$ cat config.mk
export PLATFORM = sky130hd
export DESIGN_NAME = tap_delay_line
export DESIGN_NICKNAME = d
export VERILOG_FILES = /design/src/rtl/tdl_pkg.sv /design/src/rtl/tdl_lane_chg.sv /design/src/rtl/tap_delay_line.sv
export SDC_FILE = /design/constraint.sdc
export NUM_CORES = 1
export LEC_CHECK = 0
export BUFFER_PORTS_ARGS = -buffer_cell sky130_fd_sc_hd__buf_2
export CORE_ASPECT_RATIO = 0.7
export CORE_MARGIN = 3
export CORE_UTILIZATION = 50
export DETAILED_ROUTE_END_ITERATION = 10
export HOLD_SLACK_MARGIN = 0.08
export PLACE_DENSITY = 0.7
export SLEW_MARGIN = 20
export SYNTH_ARGS = -nofsm -noshare
export SYNTH_HDL_FRONTEND = slang
export SYNTH_SLANG_ARGS = --single-unit
$ cat constraint.sdc
create_clock -name clk -period 16.1 [get_ports clk]
set_input_delay 2.415 -clock clk [delete_from_list [all_inputs] [get_ports clk]]
set_output_delay 2.415 -clock clk [all_outputs]
set_load 0.05 [all_outputs]
$ cat src/rtl/tdl_pkg.sv
// Shared types and helpers for the tap delay line.
package tdl_pkg;

  typedef enum logic {
    StFill = 1'b0,
    StRun  = 1'b1
  } state_e;

  // Out-of-range delay requests fall back to the deepest tap.
  function automatic int unsigned clamp_sel(input int unsigned sel, input int unsigned depth);
    return (sel >= depth) ? depth - 1 : sel;
  endfunction

  function automatic int unsigned lane_lo(input int unsigned lane, input int unsigned width);
    return lane * width;
  endfunction

endpackage

$ cat src/rtl/tdl_lane_chg.sv
// Per-lane change detector: pulses when a valid sample differs from the previous valid one.
module tdl_lane_chg #(
  parameter int unsigned WIDTH = 8
) (
  input  logic             clk,
  input  logic             reset_n,
  input  logic             en,
  input  logic [WIDTH-1:0] new_data,
  input  logic             new_vld,
  output logic             chg
);

  logic [WIDTH-1:0] prev_q;
  logic             prev_vld_q;
  logic             chg_q;
  logic             chg_d;

  assign chg_d = en & new_vld & prev_vld_q & (new_data != prev_q);

  always_ff @(posedge clk) begin
    if (!reset_n) begin
      prev_q     <= '0;
      prev_vld_q <= 1'b0;
      chg_q      <= 1'b0;
    end else begin
      prev_q     <= new_data;
      prev_vld_q <= new_vld;
      chg_q      <= chg_d;
    end
  end

  assign chg = chg_q;

endmodule

$ cat src/rtl/tap_delay_line.sv
// Multi-lane delay line with run-time selectable latency, primed status and change pulses.
module tap_delay_line
  import tdl_pkg::*;
#(
  parameter int unsigned WIDTH    = 8,
  parameter int unsigned CHANNELS = 4,
  parameter int unsigned DEPTH    = 16,
  parameter int unsigned SEL_W    = 4
) (
  input  logic                      clk,
  input  logic                      reset_n,
  input  logic                      en,
  input  logic                      flush,
  input  logic [SEL_W-1:0]          delay_sel,
  input  logic [CHANNELS*WIDTH-1:0] din,
  input  logic                      din_vld,
  output logic [CHANNELS*WIDTH-1:0] dout,
  output logic                      dout_vld,
  output logic                      primed,
  output logic [CHANNELS-1:0]       chg
);

  localparam int unsigned DW   = CHANNELS * WIDTH;
  localparam int unsigned IdxW = (DEPTH > 1) ? $clog2(DEPTH) : 1;
  localparam int unsigned CntW = SEL_W + 1;

  // Each entry is {valid, data}. The output register is the last stage, so tap[0] is the input.
  logic [DW:0]      stage_q [DEPTH-1];
  logic [DW:0]      tap     [DEPTH];
  logic [IdxW-1:0]  sel_c;
  logic [DW-1:0]    dout_q, dout_d;
  logic             raw_vld_q, raw_vld_d;
  state_e           state_q, state_d;
  logic [CntW-1:0]  fill_cnt_q, fill_cnt_d;
  logic [SEL_W-1:0] sel_q;
  logic             restart;
  logic             new_vld;

  assign sel_c = IdxW'(clamp_sel(32'(delay_sel), DEPTH));

  always_comb begin
    tap[0] = {din_vld & ~flush, din};
    for (int i = 1; i < DEPTH; i++) begin
      tap[i] = stage_q[i-1];
    end
  end

  // Flush drops valid bits everywhere but leaves the data in place.
  always_ff @(posedge clk) begin
    if (!reset_n) begin
      for (int i = 0; i < DEPTH - 1; i++) begin
        stage_q[i] <= '0;
      end
    end else if (en) begin
      for (int i = 0; i < DEPTH - 1; i++) begin
        stage_q[i] <= {tap[i][DW] & ~flush, tap[i][DW-1:0]};
      end
    end else if (flush) begin
      for (int i = 0; i < DEPTH - 1; i++) begin
        stage_q[i][DW] <= 1'b0;
      end
    end
  end

  always_comb begin
    dout_d    = dout_q;
    raw_vld_d = raw_vld_q;
    if (en) begin
      dout_d    = tap[sel_c][DW-1:0];
      raw_vld_d = tap[sel_c][DW] & ~flush;
    end else if (flush) begin
      raw_vld_d = 1'b0;
    end
  end

  always_comb begin
    state_d    = state_q;
    fill_cnt_d = fill_cnt_q;
    restart    = flush | (delay_sel != sel_q);
    if (restart) begin
      state_d    = StFill;
      fill_cnt_d = '0;
    end else if (en) begin
      if (fill_cnt_q != CntW'(DEPTH)) begin
        fill_cnt_d = fill_cnt_q + CntW'(1);
      end
      if (state_q == StFill && fill_cnt_q == CntW'(sel_c)) begin
        state_d = StRun;
      end
    end
  end

  // sel_q tracks delay_sel even in reset so a stable selection is not seen as a change.
  always_ff @(posedge clk) begin
    if (!reset_n) begin
      state_q    <= StFill;
      fill_cnt_q <= '0;
      sel_q      <= delay_sel;
      dout_q     <= '0;
      raw_vld_q  <= 1'b0;
    end else begin
      state_q    <= state_d;
      fill_cnt_q <= fill_cnt_d;
      sel_q      <= delay_sel;
      dout_q     <= dout_d;
      raw_vld_q  <= raw_vld_d;
    end
  end

  assign primed   = (state_q == StRun);
  assign dout     = dout_q;
  assign dout_vld = raw_vld_q & primed;
  assign new_vld  = raw_vld_d & (state_d == StRun);

  for (genvar k = 0; k < CHANNELS; k++) begin : g_lane
    localparam int unsigned Lo = lane_lo(k, WIDTH);
    tdl_lane_chg #(
      .WIDTH(WIDTH)
    ) u_chg (
      .clk     (clk),
      .reset_n (reset_n),
      .en      (en),
      .new_data(dout_d[Lo +: WIDTH]),
      .new_vld (new_vld),
      .chg     (chg[k])
    );
  end

endmodule

==> metrics.md, run 1 <==
| Metric | Value |
|---|---|
| Status | `complete, no violations` |
| Clock slew at reported path FFs | `60 ps` |
| Compound-cell area share of the yosys netlist | `4.75%` |
| CTS Hold Buffers Added | `0` |
| Fin cells | `2631` |
| First-pass DRT Iterations | `6` |
| Flop-to-flop setup slack | `13700 ps` |
| Crit path max-delay cell type | `buf_12` |
| CP Data Arrival Time | `5880 ps` |
| Number of global-route vias before repair | `15234` |
| ANT nets after route | `0` |
| Post-CTS Repair Setup Buffers | `0` |
| Syn nets | `1994` |
| Clk Latency, worst-skew pair | `590 ps` |
| WP depth | `5` |
| Worst slack at placement | `9840 ps` |
| Post-route DRC violation count | `0` |
| GRT Total Usage | `22.4%` |
| Synth Instances | `1951` |
| Worst r2r src | `stage_q[0][228]` |
| Yosys warnings | `0` |
| Tmin final | `5660 ps` |
| Site Rows | `67` |
| Post-DP Area | `25400 um2` |
| Mux share of post-synthesis cell area | `19.7%` |
| Period utilisation layout | `35.2%` |
| # nets final | `1975` |
| Global routing usage on met2 | `31.1%` |
| Critical path peak fanout | `186` |
| WP buf/inv | `4` |
| H-tree depth | `2` |
| Grt met1 use | `35.0%` |
| Routed vias | `16314` |
| Drt first-iter violations | `1671` |
| WHS | `486 ps` |
| R2R cell count | `7` |
| Boundary Pins | `79` |
| Placed cells | `2532` |
| Tightest Pin Transition | `1060 ps` |
| Worst Setup Slack, final | `10440 ps` |
| Most frequent CP cell | `buf_4` |
| Ant diodes | `0` |
| Worst R2R End | `g_lane[3].u_chg.chg` |
| Synthesized area per cell | `12.7 um2` |
| First-pass GRT wire length | `91700 um` |
| Clock Root Buffer | `clkbuf_16` |
| Endpoints failing hold | `0` |
| Hold path cells | `2` |
| GRT met3 Usage | `5.20%` |
| Hpwl dp | `36400 um` |
| Post-synthesis xor/xnor area fraction | `0.916%` |
| Final Setup Violations | `0` |
| WL/cell | `22.7 um` |
| CTS tree | `yes` |
| Total power density per cell area | `115 nW/um2` |
| Post-synthesis cell area | `24900 um2` |
| Critical Path RT | `16320 ps` |
| VDD IR-drop max | `0.102 mV` |
| Simple-Gate Fraction of Synth Area | `14.0%` |
| Sequential share of the synthesized area | `56.9%` |
| FMAX | `0.177 GHz` |
| Final wirelength | `59600 um` |
| CP cell instances | `buf_8, nand2b_4, buf_4, buf_12, buf_4` |
| Share of cells above drive strength 1 | `14.1%` |
| # fillers | `3869` |
| Slew Viols, Final | `0` |
| RSZ-0062 raised after global routing | `false` |
| Core Box Area | `48500 um2` |
| Post-synth ARST share | `0%` |
| Resized Gates After CTS | `0` |
| Initial antenna violation count | `1` |
| CP endpoint | `stage_q[1][34]` |
| Synth Flop Type | `edfxtp_1` |
| Crit end category | `register` |
| Die width | `273 um` |
| Worst hold path class | `reg -> reg` |
| Grt total ovfl | `0` |
| Placer Congestion | `0.804` |
| Post-Route Skew | `16.6 ps` |
| Adder-cell share of the synthesized area | `0.101%` |
| Area Growth Syn to Fin | `9.39%` |
| Synthesized flop and latch total | `543` |
| GR peak layer | `met1` |
| CTS sink cnt | `543` |
| Buffer depth of the longest clock path | `3` |
| Slew HR | `29.6%` |
| Vias per cell | `6.20` |
| Startpoint Class | `input pin` |
| Critical Path Source | `en` |
| CTS Buf Count | `53` |
| Post-synth EDFFs | `328` |
| Initial Utilization | `51.2%` |
| Port bufs | `78` |
| Post-synth cell types | `67` |
| Largest net degree at the start of global routing | `187` |
| Kind of cell adding the most delay to the critical path | `buffers and inverters` |
| Total Neg Setup Slack | `0 ps` |
| Slowest Stage Delay on Critical Path | `740 ps` |
| Main combinational cell family by area after synthesis | `multiplexers` |
| Max-Cap Viols | `0` |
| Die area | `52500 um2` |
| Die span in y | `193 um` |
| P_leak | `0.0119 uW` |
| CP Class | `in -> reg` |
| Post-Layout Inst Area | `27200 um2` |
## metal layers
metal  part of all wire (%)  vias to the layer above
li1                       -                     7342
met3                    9.0                       96
met5                      0                        -
met4                    2.1                        0
met2                     41                      658
met1                     47                     8218
## layout by cell type, fill, tap and decap left out, types with 15 or more instances in the layout
cell type / netlist / final
clkbuf_16: 0 / 55
edfxtp_1: 328 / 328
a221oi_1: 15 / 15
nor2_1: 215 / 215
dfxtp_1: 215 / 215
and3_1: 334 / 334
a21oi_1: 32 / 32
mux2i_1: 272 / 272
o21ai_0: 21 / 21
buf_4: 18 / 23
mux4_2: 78 / 78
a22oi_1: 18 / 18
nor3_1: 15 / 15
buf_2: 26 / 74
nand2_1: 35 / 35
## cells in the mapped netlist (18+ instances only)
library cell  count  area (um2)
and3_1          334        2090
edfxtp_1        328        9850
mux2i_1         272        2720
dfxtp_1         215        4300
nor2_1          215         807
clkbuf_1        108         405
mux4_2           78        1760
nand2_1          35         131
a21oi_1          32         160
buf_2            26         130
o21ai_0          21         105
a22oi_1          18         135
buf_4            18         135
## state kept, by name, summed over array words and instances, names as in the netlist
register,cells
g_lane.u_chg.prev_q,29
dout,3
raw_vld_q,1
fill_cnt_q,5
g_lane.u_chg.prev_vld_q,1
g_lane.u_chg.chg,4
primed,1
sel_q,4
stage_q,495
## per-stage QoR
stage | util, % | total power (uW)
floorplan | - | 1820
global placement | 52.4 | 1890
detailed placement | 52.4 | 1900
CTS | 56.1 | 3150
global route | 56.1 | 3230
finish | 56.1 | 3130
## area by class of cell
type	count	area, um2	share of cell area, %
inverters	10	42.5	0.156
well taps	655	820	3.01
clock inverters	23	210	0.773
repair buffers	102	617	2.27
multi-input cells	1222	9810	36.1
clock buffers	76	1560	5.72
flip-flops and latches	543	14200	52.0
## worst min path at each step
stage | from | to | slack [ps]
6_report | stage_q[1][222] | stage_q[1][222] | 490
5_1_grt | stage_q[1][222] | stage_q[1][222] | 510
4_1_cts | stage_q[1][222] | stage_q[1][222] | 490
3_5_place_dp | stage_q[1][222] | stage_q[1][222] | 480
3_3_place_gp | stage_q[1][213] | stage_q[1][213] | 470
2_1_floorplan | stage_q[1][202] | stage_q[1][202] | 450
## worst register-to-register path, cell delays in order (launching register included)
cell	delay, ps
edfxtp_1	420
mux4_1	500
mux2i_1	390
nor3_1	110
a311oi_2	300
o2111ai_1	160
a2111oi_2	270
a21oi_1	110
## kinds of logic (layout without fill, tap and decap cells)
| family | after synthesis | in the layout |
|---|---|---|
| adder cells (fa/ha/maj) | 2 | 2 |
| flip-flops | 543 | 543 |
| AND/OR/NAND/NOR | 660 | 660 |
| multiplexers | 369 | 369 |
| buffers and inverters | 186 | 211 |
| AO/OA/AOI/OAI | 165 | 165 |
| XOR/XNOR | 26 | 26 |
## power breakdown
part	switching, uW	internal, uW
clock	522	734
combinational	182	106
sequential	42.8	1540
total	747	2380
No activity file was read; power rests on OpenSTA's default activity.
==> run 2, diff against run 1 <==
==> constraint.sdc (replaced) <==
create_clock -name clk -period 5.8 [get_ports clk]
set_input_delay 0.87 -clock clk [delete_from_list [all_inputs] [get_ports clk]]
set_output_delay 0.87 -clock clk [all_outputs]
set_load 0.05 [all_outputs]
==> run 2 against run 1 <==
Effect of this change:
- wire length up 0.99%
- cell count up 0.19%
- critical path depth up 3
- combinational power rose to 2.8 times the previous value
- largest power group unchanged
==> metrics.md, run 2 (synthesis results as in run 1) <==
| Metric | Value |
|---|---|
| FMAX | `0.294 GHz` |
| Flop-to-flop setup slack | `3350 ps (was 13700 ps)` |
| First-pass DRT Iterations | `5 (was 6)` |
| ANT nets after route | `0 (unchanged)` |
| Initial antenna violation count | `2 (was 1)` |
| Period utilisation layout | `58.7%` |
| Placer Congestion | `0.845 (was 0.804)` |
| Die area | `52500 um2 (unchanged)` |
| CP Class | `in -> reg (unchanged)` |
| Die width | `273 um (unchanged)` |
| Critical path peak fanout | `56 (was 186)` |
| Die span in y | `193 um (unchanged)` |
| CTS Buf Count | `53 (unchanged)` |
| Most flops, register | `stage_q (unchanged)` |
| Largest net degree at the start of global routing | `180 (was 187)` |
| Core Box Area | `48500 um2 (unchanged)` |
| Drt first-iter violations | `1657 (was 1671)` |
| CTS tree | `yes (unchanged)` |
| Clock slew at reported path FFs | `60 ps (about the same)` |
| Max-Cap Viols | `0 (unchanged)` |
| Worst r2r src | `stage_q[0][228] (unchanged)` |
| Hold path cells | `2 (unchanged)` |
| # fillers | `3933 (was 3869)` |
| Final wirelength | `60200 um (was 59600 um)` |
| Crit end category | `register (unchanged)` |
| GRT Total Usage | `22.9% (was 22.4%)` |
| Post-route DRC violation count | `0 (unchanged)` |
| Share of cells above drive strength 1 | `14.3% (was 14.1%)` |
| CP Data Arrival Time | `3920 ps (was 5880 ps)` |
| Number of flip-flops under the largest register name | `495 (unchanged)` |
| P_leak | `0.0119 uW (about the same)` |
| Vias per cell | `6.14 (was 6.20)` |
| Resized Gates After CTS | `0 (unchanged)` |
| Number of global-route vias before repair | `15282 (was 15234)` |
| Port bufs | `78 (unchanged)` |
| Ant diodes | `0 (unchanged)` |
| Startpoint Class | `input pin (unchanged)` |
| Hpwl dp | `37300 um (was 36400 um)` |
| WL/cell | `22.9 um (was 22.7 um)` |
| # nets final | `1979 (was 1975)` |
| Critical Path Source | `delay_sel[0] (was en)` |
| Initial Utilization | `51.2% (unchanged)` |
| R2R cell count | `7 (unchanged)` |
| Buffer depth of the longest clock path | `3 (unchanged)` |
| Global routing usage on met2 | `32.0% (was 31.1%)` |
| Regs by FF count | `stage_q: 495 flops, g_lane.u_chg.prev_q: 29 flops, fill_cnt_q: 5 flops (unchanged)` |
| Clock Root Buffer | `clkbuf_16 (unchanged)` |
| Status | `complete, no violations (unchanged)` |
| First-pass GRT wire length | `93200 um (was 91700 um)` |
| RSZ-0062 raised after global routing | `false (unchanged)` |
| Critical Path RT | `6320 ps (was 16320 ps)` |
| Grt met1 use | `35.8% (was 35.0%)` |
| Hold Path Origin | `stage_q[1][223] (was stage_q[1][222])` |
| Slew Viols, Final | `0 (unchanged)` |
| Clk Latency, worst-skew pair | `610 ps (was 590 ps)` |
| Grt total ovfl | `0 (unchanged)` |
| Post-Route Skew | `18.7 ps (was 16.6 ps)` |
| Tightest Pin Transition | `1070 ps (was 1060 ps)` |
| Worst hold path class | `reg -> reg (unchanged)` |
| Placed cells | `2536 (was 2532)` |
| Area Growth Syn to Fin | `9.62% (was 9.39%)` |
| Commonest cells after routing, fill and taps aside | `and3_1, edfxtp_1, mux2i_1 (unchanged)` |
| Fin cells | `2636 (was 2631)` |
| Post-CTS Repair Setup Buffers | `0 (unchanged)` |
| VDD IR-drop max | `0.333 mV (was 0.102 mV)` |
| CTS sink cnt | `543 (unchanged)` |
| H-tree depth | `2 (unchanged)` |
| Boundary Pins | `79 (unchanged)` |
| Tmin final | `3400 ps` |
| Endpoints failing hold | `0 (unchanged)` |
| Final Setup Violations | `0 (unchanged)` |
| Site Rows | `67 (unchanged)` |
| GR peak layer | `met1 (unchanged)` |
| Total power density per cell area | `318 nW/um2 (was 115 nW/um2)` |
| CTS Hold Buffers Added | `0 (unchanged)` |
| Most common cell after layout, fill and taps aside | `and3_1 (unchanged)` |
| Total Neg Setup Slack | `0 ps (unchanged)` |
| Slew HR | `28.4% (was 29.6%)` |
| Routed vias | `16197 (was 16314)` |
| GRT met3 Usage | `5.32% (was 5.20%)` |
run 2: cell types whose count changed in the layout (fill, tap and decap cells not counted):
cell        before  now
clkinv_1         8   10
buf_12           1    5
clkinvlp_4       0    2
clkbuf_8        12    8
buf_6            1    2
clkinv_2         9   13
inv_4            1    0
buf_4           23   22
clkbuf_1        11    9
run 2: path summary, 6_finish.rpt:
path | endpoint
max | g_lane[1].u_chg.chg
min | stage_q[1][223]
min reg2reg | stage_q[1][223]
max reg2reg | g_lane[3].u_chg.chg
run 2: report_power, final:
part           internal [uW]  switching, uW  total (uW)
combinational            300            508         808
sequential              4280            119        4400
clock                   1980           1480        3470
total                   6570           2110        8680
run 2: layout make-up:
type	instances	area (um2)	area share [%]
Clock buffer	70	1490	5.47
Clock inverter	30	246	0.904
Inverter	10	42.5	0.156
Multi-Input combinational cell	1222	9810	36.0
Sequential cell	543	14200	51.9
Tap cell	655	820	3.01
Timing Repair Buffer	106	701	2.57
run 2: worst max-delay path: stages:
cell and delay, ps:
buf_6 580, nor2b_1 850, a221oi_1 230, o21a_1 160
a211oi_1 570, a222oi_1 250, and4_1 250, a31oi_1 140
run 2: metrics by stage:
stage               util [%]  hold slack, ps  setup slack, ps  cell area, um2  total power [uW]
floorplan                  -             452             1040           24900              5030
global placement        52.6             463             1860           25500              5250
detailed placement      52.6             481             1750           25500              5280
CTS                     56.2             498             2410           27300              8720
global route            56.2             530             2230           27300              8960
finish                  56.2             496             2400           27300              8680
run 2: metal layers:
metal,up-vias,wire length (um)
met5,-,0
met3,83,5340
met2,625,25200
met4,0,1230
li1,7367,-
met1,8122,28500
==> run 3, diff against run 2 <==
==> constraint.sdc (replaced) <==
create_clock -name clk -period 3.2 [get_ports clk]
set_input_delay 0.48 -clock clk [delete_from_list [all_inputs] [get_ports clk]]
set_output_delay 0.48 -clock clk [all_outputs]
set_load 0.05 [all_outputs]
==> run 3 against run 2 <==
Effect of this change:
- core utilization up 0.65 points
- first-iteration DRC count up 22%
- critical endpoint is now g_lane[3].u_chg.chg
- clock power up 72%
- count of clock-buffer cells in the layout up 10
==> metrics.md, run 3 (synthesis results as in run 1) <==
| Metric | Value |
|---|---|
| Post-Layout Inst Area | `27600 um2 (was 27300 um2)` |
| Resized Gates After CTS | `0 (unchanged)` |
| Int Pwr | `11600 uW (was 6570 uW)` |
| Buffer depth of the longest clock path | `3 (unchanged)` |
| CP Class | `in -> reg (unchanged)` |
| Largest net degree at the start of global routing | `276 (was 180)` |
| Kind of cell adding the most delay to the critical path | `buffers and inverters (was compound AO/OA/AOI/OAI gates)` |
| Layout Utilization | `56.8% (was 56.2%)` |
| Worst hold path class | `in -> reg (was reg -> reg)` |
| CTS Buf Count | `53 (unchanged)` |
| Tightest Pin Transition | `1160 ps (was 1070 ps)` |
| Startpoint Class | `input pin (unchanged)` |
| Tmin final | `2370 ps` |
| Post-Route Skew | `17.3 ps (was 18.7 ps)` |
| Status | `complete, no violations (unchanged)` |
| Endpoints failing hold | `0 (unchanged)` |
| Number of flip-flops under the largest register name | `495 (unchanged)` |
| Port bufs | `78 (unchanged)` |
| Clock slew at reported path FFs | `60 ps (about the same)` |
| Ant diodes | `0 (unchanged)` |
| # nets final | `2023 (was 1979)` |
| Slowest Stage Delay on Critical Path | `480 ps (was 850 ps)` |
| Core Box Area | `48500 um2 (unchanged)` |
| Critical path peak fanout | `30 (was 56)` |
| WL/cell | `22.9 um (about the same)` |
| Initial antenna violation count | `1 (was 2)` |
| Critical Path RT | `3680 ps (was 6320 ps)` |
| R2R cell count | `7 (unchanged)` |
| Grt total ovfl | `0 (unchanged)` |
| Combinational share of power | `9.9% (was 9.3%)` |
| Placed cells | `2580 (was 2536)` |
| Sequential share of power | `51.6% (was 50.7%)` |
| Area Growth Syn to Fin | `10.9% (was 9.62%)` |
| VDD IR-drop max | `0.444 mV (was 0.333 mV)` |
| Die area | `52500 um2 (unchanged)` |
| Final Setup Violations | `0 (unchanged)` |
| ANT nets after route | `0 (unchanged)` |
| Die span in y | `193 um (unchanged)` |
| Most flops, register | `stage_q (unchanged)` |
| Max-Cap Viols | `0 (unchanged)` |
| WP buf/inv | `3 (was 1)` |
| CTS Hold Buffers Added | `0 (unchanged)` |
| Total power density per cell area | `561 nW/um2 (was 318 nW/um2)` |
| Sw frac | `24.8% (was 24.3%)` |
| Most common cell after layout, fill and taps aside | `and3_1 (unchanged)` |
| First-pass GRT wire length | `94900 um (was 93200 um)` |
| Post-CTS Repair Setup Buffers | `0 (unchanged)` |
| Site Rows | `67 (unchanged)` |
| Clock power share | `38.5% (was 40.0%)` |
| GRT Total Usage | `23.4% (was 22.9%)` |
| Drt first-iter violations | `2023 (was 1657)` |
| WP depth | `10 (was 8)` |
| Initial Utilization | `51.2% (unchanged)` |
| Commonest cells after routing, fill and taps aside | `and3_1, edfxtp_1, mux2i_1 (unchanged)` |
| FMAX | `0.422 GHz` |
| Hold path cells | `2 (unchanged)` |
| # fillers | `3877 (was 3933)` |
| Crit path max-delay cell type | `nor4_1 (was nor2b_1)` |
| Psw | `3830 uW (was 2110 uW)` |
| Clk Latency, worst-skew pair | `610 ps (about the same)` |
| First-pass DRT Iterations | `5 (unchanged)` |
| Regs by FF count | `stage_q: 495 flops, g_lane.u_chg.prev_q: 29 flops, fill_cnt_q: 5 flops (unchanged)` |
| RSZ-0062 raised after global routing | `false (unchanged)` |
| Clock Root Buffer | `clkbuf_16 (unchanged)` |
| CP Data Arrival Time | `2850 ps (was 3920 ps)` |
| Share of cells above drive strength 1 | `16.0% (was 14.3%)` |
| Post-DP Area | `26000 um2 (was 25500 um2)` |
| Final wirelength | `61500 um (was 60200 um)` |
| H-tree depth | `2 (unchanged)` |
| CP cell instances | `clkbuf_8, buf_12, buf_4, mux4_2, nand3_1, nand2_1, a211oi_2, xnor2_1, nor4_1, a21oi_1 (was buf_6, nor2b_1, a221oi_1, o21a_1, a211oi_1, a222oi_1, and4_1, a31oi_1)` |
| Slew Viols, Final | `0 (unchanged)` |
| Placer Congestion | `0.875 (was 0.845)` |
| Crit end category | `register (unchanged)` |
| CTS tree | `yes (unchanged)` |
| Number of global-route vias before repair | `15574 (was 15282)` |
| Slew HR | `22.6% (was 28.4%)` |
| Vias per cell | `6.19 (was 6.14)` |
| P_leak | `0.0121 uW (was 0.0119 uW)` |
| Die width | `273 um (unchanged)` |
| Post-route DRC violation count | `0 (unchanged)` |
| CTS sink cnt | `543 (unchanged)` |
| Routed vias | `16590 (was 16197)` |
| Total Neg Setup Slack | `0 ps (unchanged)` |
| WHS | `207 ps (was 496 ps)` |
| Boundary Pins | `79 (unchanged)` |
| Period utilisation layout | `74.1%` |
| Fin cells | `2679 (was 2636)` |
| Hpwl dp | `38800 um (was 37300 um)` |
[run 3: cell count changes in the layout (fill, tap and decap cells not counted), sizes merged]
cell	delta
clkinv	-7
clkinvlp	-1
inv	+1
clkbuf	+10
buf	+44
bufinv	-4
[run 3: power groups by stage]
| stage | logic [uW] | registers (uW) | clock network, uW |
|---|---|---|---|
| after floorplan | 987 | 8140 | 0 |
| after global routing | 1640 | 8010 | 6360 |
| after global placement | 1490 | 8100 | 0 |
| final | 1530 | 7980 | 5960 |
| after detailed placement | 1520 | 8120 | 0 |
| after CTS | 1520 | 7970 | 6070 |
[run 3: worst paths after layout]
check / to / from / slack [ps]
worst min register to register: stage_q[1][229] / stage_q[1][229] / 490
worst min-delay path: stage_q[0][12] / din[12] / 210
worst max register to register: g_lane[3].u_chg.chg / stage_q[0][258] / 900
worst max-delay path: g_lane[3].u_chg.chg / delay_sel[1] / 830
[run 3: layer usage]
metal | share of wire [%] | global-route usage, % | vias up
met5 | 0 | 0 | -
met1 | 47 | 36.6 | 8372
met4 | 2.2 | 6.54 | 0
met2 | 42 | 32.2 | 696
li1 | - | - | 7431
met3 | 8.8 | 5.38 | 91
[run 3: stage by stage]
step                setup WS [ps]  power [uW]
floorplan                    -690        9130
global placement              182        9590
detailed placement            240        9630
CTS                           862       15600
global route                  678       16000
finish                        828       15500
[run 3: layout make-up]
| cell class | instances | area (um2) | area share (%) |
|---|---|---|---|
| multi-input cells | 1222 | 9810 | 35.6 |
| well taps | 655 | 820 | 2.97 |
| repair buffers | 150 | 1130 | 4.09 |
| flip-flops and latches | 543 | 14200 | 51.3 |
| clock inverters | 19 | 100 | 0.363 |
| inverters | 10 | 42.5 | 0.154 |
| clock buffers | 80 | 1530 | 5.54 |
